### src/rtl/param_counter.sv
// Parametrised up/down counter with wrap or saturate mode at LIMIT.
// It also provides a one-cycle terminal-event pulse and a sticky overflow flag.
module param_counter #(
    parameter int unsigned WIDTH       = 8,
    parameter int unsigned LIMIT       = 255,
    parameter int unsigned RESET_VALUE = 0,
    parameter int unsigned SATURATE    = 0
) (
    input  logic             clk,
    input  logic             reset,
    input  logic             enable,
    input  logic             up_down,
    input  logic             clear,
    input  logic             load,
    input  logic [WIDTH-1:0] load_value,
    output logic [WIDTH-1:0] count,
    output logic             at_limit,
    output logic             at_zero,
    output logic             wrap,
    output logic             overflow
);

    localparam logic [WIDTH-1:0] LimitW = LIMIT[WIDTH-1:0];
    localparam logic [WIDTH-1:0] ResetW = RESET_VALUE[WIDTH-1:0];
    localparam logic [WIDTH-1:0] ZeroW  = '0;
    localparam logic [WIDTH-1:0] OneW   = {{(WIDTH-1){1'b0}}, 1'b1};
    localparam bit               Sat    = (SATURATE != 0);

    logic [WIDTH-1:0] count_q, count_d;
    logic             wrap_q, wrap_d;
    logic             ovf_q, ovf_d;

    // Priority per edge: clear > load > enable > hold.
    always_comb begin
        count_d = count_q;
        wrap_d  = 1'b0;
        ovf_d   = ovf_q;
        if (clear) begin
            count_d = ZeroW;
            ovf_d   = 1'b0;
        end else if (load) begin
            count_d = (load_value > LimitW) ? LimitW : load_value;
        end else if (enable) begin
            if (up_down) begin
                if (count_q == LimitW) begin
                    count_d = Sat ? LimitW : ZeroW;
                    wrap_d  = 1'b1;
                    ovf_d   = 1'b1;
                end else begin
                    count_d = count_q + OneW;
                end
            end else begin
                if (count_q == ZeroW) begin
                    count_d = Sat ? ZeroW : LimitW;
                    wrap_d  = 1'b1;
                    ovf_d   = 1'b1;
                end else begin
                    count_d = count_q - OneW;
                end
            end
        end
    end

    always_ff @(posedge clk or posedge reset) begin
        if (reset) begin
            count_q <= ResetW;
            wrap_q  <= 1'b0;
            ovf_q   <= 1'b0;
        end else begin
            count_q <= count_d;
            wrap_q  <= wrap_d;
            ovf_q   <= ovf_d;
        end
    end

    assign count    = count_q;
    assign wrap     = wrap_q;
    assign overflow = ovf_q;
    assign at_limit = (count_q == LimitW);
    assign at_zero  = (count_q == ZeroW);

endmodule

### config.mk
export PLATFORM = sky130hd
export DESIGN_NAME = param_counter
export DESIGN_NICKNAME = d
export VERILOG_FILES = /design/src/rtl/param_counter.sv
export SDC_FILE = /design/constraint.sdc
export NUM_CORES = 1
export LEC_CHECK = 0
export ABC_CLOCK_PERIOD_IN_PS = 3600
export CORE_MARGIN = 8
export CORE_UTILIZATION = 51
export DETAILED_ROUTE_END_ITERATION = 10
export PLACE_DENSITY = 0.86
export SYNTH_ARGS = -nofsm -noshare
export SYNTH_HDL_FRONTEND = slang
export SYNTH_SLANG_ARGS = --single-unit
### constraint.sdc
create_clock -name clk -period 3.6 [get_ports clk]
set_input_delay 0.36 -clock clk [delete_from_list [all_inputs] [get_ports clk]]
set_output_delay 0.36 -clock clk [all_outputs]
set_load 0.01 [all_outputs]
==> summary.md <==
| Metric | Value |
|---|---|
| PortBufs | `25` |
| Post-layout net count | `154` |
| Post-Place Worst Slack | `1250 ps` |
| Leakage | `0.490 nW` |
| Layout cells sized above 1 | `8.15%` |
| Netlist cell types | `41` |
| WL final | `2470 µm` |
| Post-CTS Hold Buffers | `0` |
| Worst-path fanout max | `9` |
| Fmax achieved | `0.378 GHz` |
| CTS Root Cell | `clkbuf_4` |
| Postcts setup bufs | `0` |
| #FFs+latches synth | `10` |
| Vias/cell | `6.10` |
| Slew HR | `53.6%` |
| Synth Area per Inst | `7.99 µm²` |
| Least-Margin Pin Slew | `694 ps` |
| DR vias | `976` |
| Placed Instances | `157` |
| Final min period | `2650 ps` |
| Pin count of the biggest net entering global routing | `21` |
| Top FF cell, synth | `dfrtp_1` |
| Pre-antenna DRT Iters | `4` |
| Worst hold path class | `primary input to async pin` |
| FF-to-FF path depth | `6` |
| Worst-Skew Late Latency | `270 ps` |
| GRT Util Overall | `14.8%` |
| Core ar. | `1730 µm²` |
| ANT nets after route | `0` |
| Synth warnings | `0` |
| CTS max path bufs | `2` |
| Synthesized net count | `133` |
| WL/cell | `15.5 µm` |
| Initial Utilization | `53.7%` |
| CTS tree | `yes` |
| Status | `completed` |
| Layout area overhead | `27.0%` |
| Post-cts sizing count | `0` |
| Die ar. | `3440 µm²` |
| EDFF count, synth | `0` |
| TritonCTS buffer count | `3` |
| Antenna violations before repair | `0` |
| First-pass GRT wire length | `4070 µm` |
| Unrepaired setup endpoints after global routing | `false` |
| Rows | `15` |
| Finished Layout Cells | `160` |
| # DRC | `0` |
| Setup_tns | `0 ps` |
| Worst vdd ir | `0.217 mV` |
| GPL Wtd Cong | `0.969` |
| Min Hold Slack | `359 ps` |
| Post-Syn Area | `927 µm²` |
| Clock slew at reported path FFs | `60 ps` |
| PD cells | `295 nW/µm²` |
| Fin crit share | `73.5%` |
| Die Wd | `58.6 µm` |
| Ant diodes | `0` |
| Final Hold Fails | `0` |
| Ys async rst share | `100%` |
| Total of max-cap violations | `0` |
| Final setup margin | `954 ps` |
| Startpoint types | `flip-flop` |
| Die Y | `58.6 µm` |
| Syn Inst Count | `116` |
| H-tree depth | `1` |
| Kind of end point of the critical path | `primary output` |
| CTS sink count | `10` |
| GR Overflow Total | `0` |
| Slew Viols, Final | `0` |
| Final Skew | `7.72 ps` |
| Ports | `26` |
| DP Wirelength | `1830 µm` |
| WP data required | `3240 ps` |
| CP arrival | `2290 ps` |
| Sequential area share after synthesis | `27.0%` |
| Critical path class | `flip-flop to primary output` |
| Power, Total | `0.347 mW` |
| Initial drt markers | `42` |
| Vias in the first global route | `879` |
| Final setup fails | `0` |
[registers in the layout (all words and copies together), names as in the netlist]
| signal | flops |
|---|---|
| count | 8 |
| wrap | 1 |
| overflow | 1 |
[cell usage after synthesis (all sizes together), types with 2 or more instances]
library cell,n,area [µm²]
nand3,6,30.0
o31ai,2,15.0
and3,3,18.8
xor2,4,35.0
dfrtp,10,250
o21ai,4,20.0
nand2,6,22.5
ha,3,37.5
nor4,2,18.8
a21oi,10,50.1
a211oi,4,35.0
xnor2,3,26.3
a31oi,4,25.0
buf,5,38.8
inv,9,33.8
nor3,5,25.0
a2111oi,3,32.5
clkbuf,4,15.0
mux2i,2,20.0
nor2,12,45.0
[layout by cell type, fill, tap and decap left out]
master / instances
clkdlybuf4s50_1: 25
nor2_1: 12
a21oi_1: 10
dfrtp_1: 10
inv_1: 9
nand3_1: 6
nand2_1: 6
nor3_1: 5
a31oi_1: 4
o21ai_0: 4
xor2_1: 4
and3_1: 3
a211oi_1: 3
xnor2_1: 3
ha_1: 3
clkbuf_4: 3
o31ai_1: 2
a2111oi_0: 2
mux2i_1: 2
nand2b_1: 1
nand4_1: 1
and2b_2: 1
o211ai_1: 1
a32oi_1: 1
nor2b_1: 1
or4b_4: 1
or3_4: 1
a41o_2: 1
or2_2: 1
nor4_2: 1
nor4_1: 1
a41oi_1: 1
o2bb2ai_1: 1
o311a_1: 1
a221o_1: 1
a2111oi_2: 1
a211o_1: 1
a211oi_2: 1
[metrics by stage]
stage / instance area, µm² / util [%]
6_report: 1180 / 68.2
5_1_grt: 1180 / 68.2
4_1_cts: 1180 / 68.2
3_5_place_dp: 1150 / 66.9
3_3_place_gp: 1150 / 66.9
2_1_floorplan: 927 / -
[logic make-up (layout without fill, tap and decap cells)]
group                    after synthesis  count (layout)  share of synthesized area [%]
AND/OR/NAND/NOR                       41              41                           23.6
AO/OA/AOI/OAI                         35              35                           27.1
buffers and inverters                 18              37                           9.45
flip-flops                            10              10                           27.0
XOR/XNOR                               7               7                           6.61
adder cells (fa/ha/maj)                3               3                           4.05
multiplexers                           2               2                           2.16
[path summary, 6_finish.rpt]
| path | from | end | slack, ps |
|---|---|---|---|
| min reg2reg | overflow | overflow | 500 |
| max reg2reg | count[0] | count[7] | 1500 |
| min in group clk | overflow | overflow | 500 |
| min | reset | count[2] | 360 |
| max in group asynchronous | reset | count[1] | 2970 |
| max | count[0] | at_zero | 950 |
[worst max-delay path, stage by stage, from the launching register on]
cell and delay (ps):
dfrtp_1 470, inv_1 120, ha_1 150, or4b_4 480
nor2_1 220, clkdlybuf4s50_1 580
[power breakdown]
part           switching [mW]  internal [mW]  leakage, nW
Clock                  0.0356         0.0385       0.0138
Sequential             0.0198          0.120        0.133
Combinational          0.0637         0.0695        0.343
[per-layer routing]
metal,global-route usage (%),routed length (µm)
met1,18.2,978
met2,23.3,1210
met3,5.65,253
met4,4.10,31
met5,0,0
[cell type report]
cell class,count,area [µm²]
Clock buffer,3,22.5
Fill cell,141,549
Inverter,9,33.8
Multi-Input combinational cell,88,589
Sequential cell,10,250
Tap cell,25,31.3
Timing Repair Buffer,25,250
Note: power is estimated with default switching activity, not from simulation.
==> patch (same settings) <==
Add an input register stage for `enable`, `up_down`, `clear`, `load` and `load_value`, with the module's reset; this delays them by one clock.
--- a/src/rtl/param_counter.sv
+++ b/src/rtl/param_counter.sv
@@ -28,2 +28,24 @@
 
+    logic enable_q;
+    logic up_down_q;
+    logic clear_q;
+    logic load_q;
+    logic [WIDTH-1:0] load_value_q;
+
+    always_ff @(posedge clk or posedge reset) begin
+        if (reset) begin
+            enable_q     <= '0;
+            up_down_q    <= '0;
+            clear_q      <= '0;
+            load_q       <= '0;
+            load_value_q <= '0;
+        end else begin
+            enable_q     <= enable;
+            up_down_q    <= up_down;
+            clear_q      <= clear;
+            load_q       <= load;
+            load_value_q <= load_value;
+        end
+    end
+
     logic [WIDTH-1:0] count_q, count_d;
@@ -37,9 +59,9 @@
         ovf_d   = ovf_q;
-        if (clear) begin
+        if (clear_q) begin
             count_d = ZeroW;
             ovf_d   = 1'b0;
-        end else if (load) begin
-            count_d = (load_value > LimitW) ? LimitW : load_value;
-        end else if (enable) begin
-            if (up_down) begin
+        end else if (load_q) begin
+            count_d = (load_value_q > LimitW) ? LimitW : load_value_q;
+        end else if (enable_q) begin
+            if (up_down_q) begin
                 if (count_q == LimitW) begin
Check against the original RTL: not equivalent (a bounded check fails within 4 cycles, from zero or initial values and one cycle with reset high).
==> patch against the original RTL <==
- cell area grew 25%
- core utilization shrank 2.5 points
- area after synthesis grew 30%
- cell count is 9.4% higher
- sequential cell count increased by 12
- setup slack improved by 38 ps
- fmax rose by 1.4%
- combinational power decreased by 12%
- critical path depth down 2
- clock power increased by 43%
- total power increased by 48%
- routed wire length increased by 19%
- sequential power is 110% higher
- via count is 9.0% higher
- critical endpoint unchanged
- largest cell class unchanged
==> patch: results (changes against the original RTL) <==
Gate family responsible for the most delay along the worst path: simple AND/OR/NAND/NOR gates (was buffers and inverters). The tools report the launching instance or port of the critical path as count[3] (was count[0]). The final worst clock skew is 3.616 ps (was 7.724 ps), and the share of the core filled with cells is 65.66% (was 68.19%). Multi-input logic area: 581.8 sq um (was 589.3 sq um). The half-perimeter wire length of the detailed placement result is 2141 um (was 1835 um), and the leakage dissipation is 0.5992 nW (was 0.4901 nW). Average instance area after synthesis: 9.404 sq um (was 7.993 sq um). For the met1 track utilization from global routing, the log shows 19.71% (was 18.18%).

For the final hold slack, the log shows 486.2 ps (was 358.7 ps). The routing usage on met3 was 3.608% (was 5.652%); the clock network area share was 1.536% (was 1.913%). For the clock-net power, the log shows 0.106 mW (was 0.0741 mW). The tools report the number of rows in the core area as 17 (was 15). The run gives 550.5 sq um (was 250.2 sq um) as the sequential standard cell area. The post-placement worst setup slack came out at 1323 ps (was 1253 ps). The share of layout cells above drive strength 1 came out at 5.442% (was 8.148%).

Source of the worst register-to-register timing path: count[3] (was count[0]). The register-to-register setup slack was 1560 ps (was 1500 ps); the number of combinational gates with multiple inputs was 90 (was 88). The largest net degree at the start of global routing was 23 (was 21).

The post-layout minimum cycle time works out to 2609 ps (was 2646 ps). The kind of path behind the tightest hold check is in2reg (was in2async). Routability congestion estimate from global placement: 0.9122 (was 0.9687).

The flow ran to the end, and the final reports show no timing, DRC or antenna violations. The run gives 1421 um (was 1211 um) as the total length of routed met2 wires. The number of unique standard cell types used by synthesis was 38 (was 41). The tools report the total nets after synthesis as 145 (was 133). The layout net count came out at 166 (was 154).
[patch: cell count changes after synthesis, moves of 4 or more]
cell                      before  now
sky130_fd_sc_hd__dfrtp_1      10   22
sky130_fd_sc_hd__a21oi_1      10    6
sky130_fd_sc_hd__nor2_1       12    6
sky130_fd_sc_hd__o21ai_0       4   12
sky130_fd_sc_hd__nand2_1       6   13
[patch: cell families after synthesis]
kind of cell / after synthesis / synth area share, %
compound gates: 37 / 20.06
xor+xnor: 6 / 4.367
buf+inv: 16 / 5.925
flops: 22 / 45.74
fa+ha+maj: 3 / 3.119
simple gates: 44 / 20.79
[patch: final timing paths]
| path | endpoint | cells after the start |
|---|---|---|
| worst min register to register | overflow | 1 |
| worst max-delay path | at_zero | 3 |
| max in group asynchronous | load_value_q[4] | 2 |
| min in group asynchronous | count[1] | 2 |
| worst min-delay path | load_value_q[6] | 1 |
| worst max register to register | count[4] | 5 |
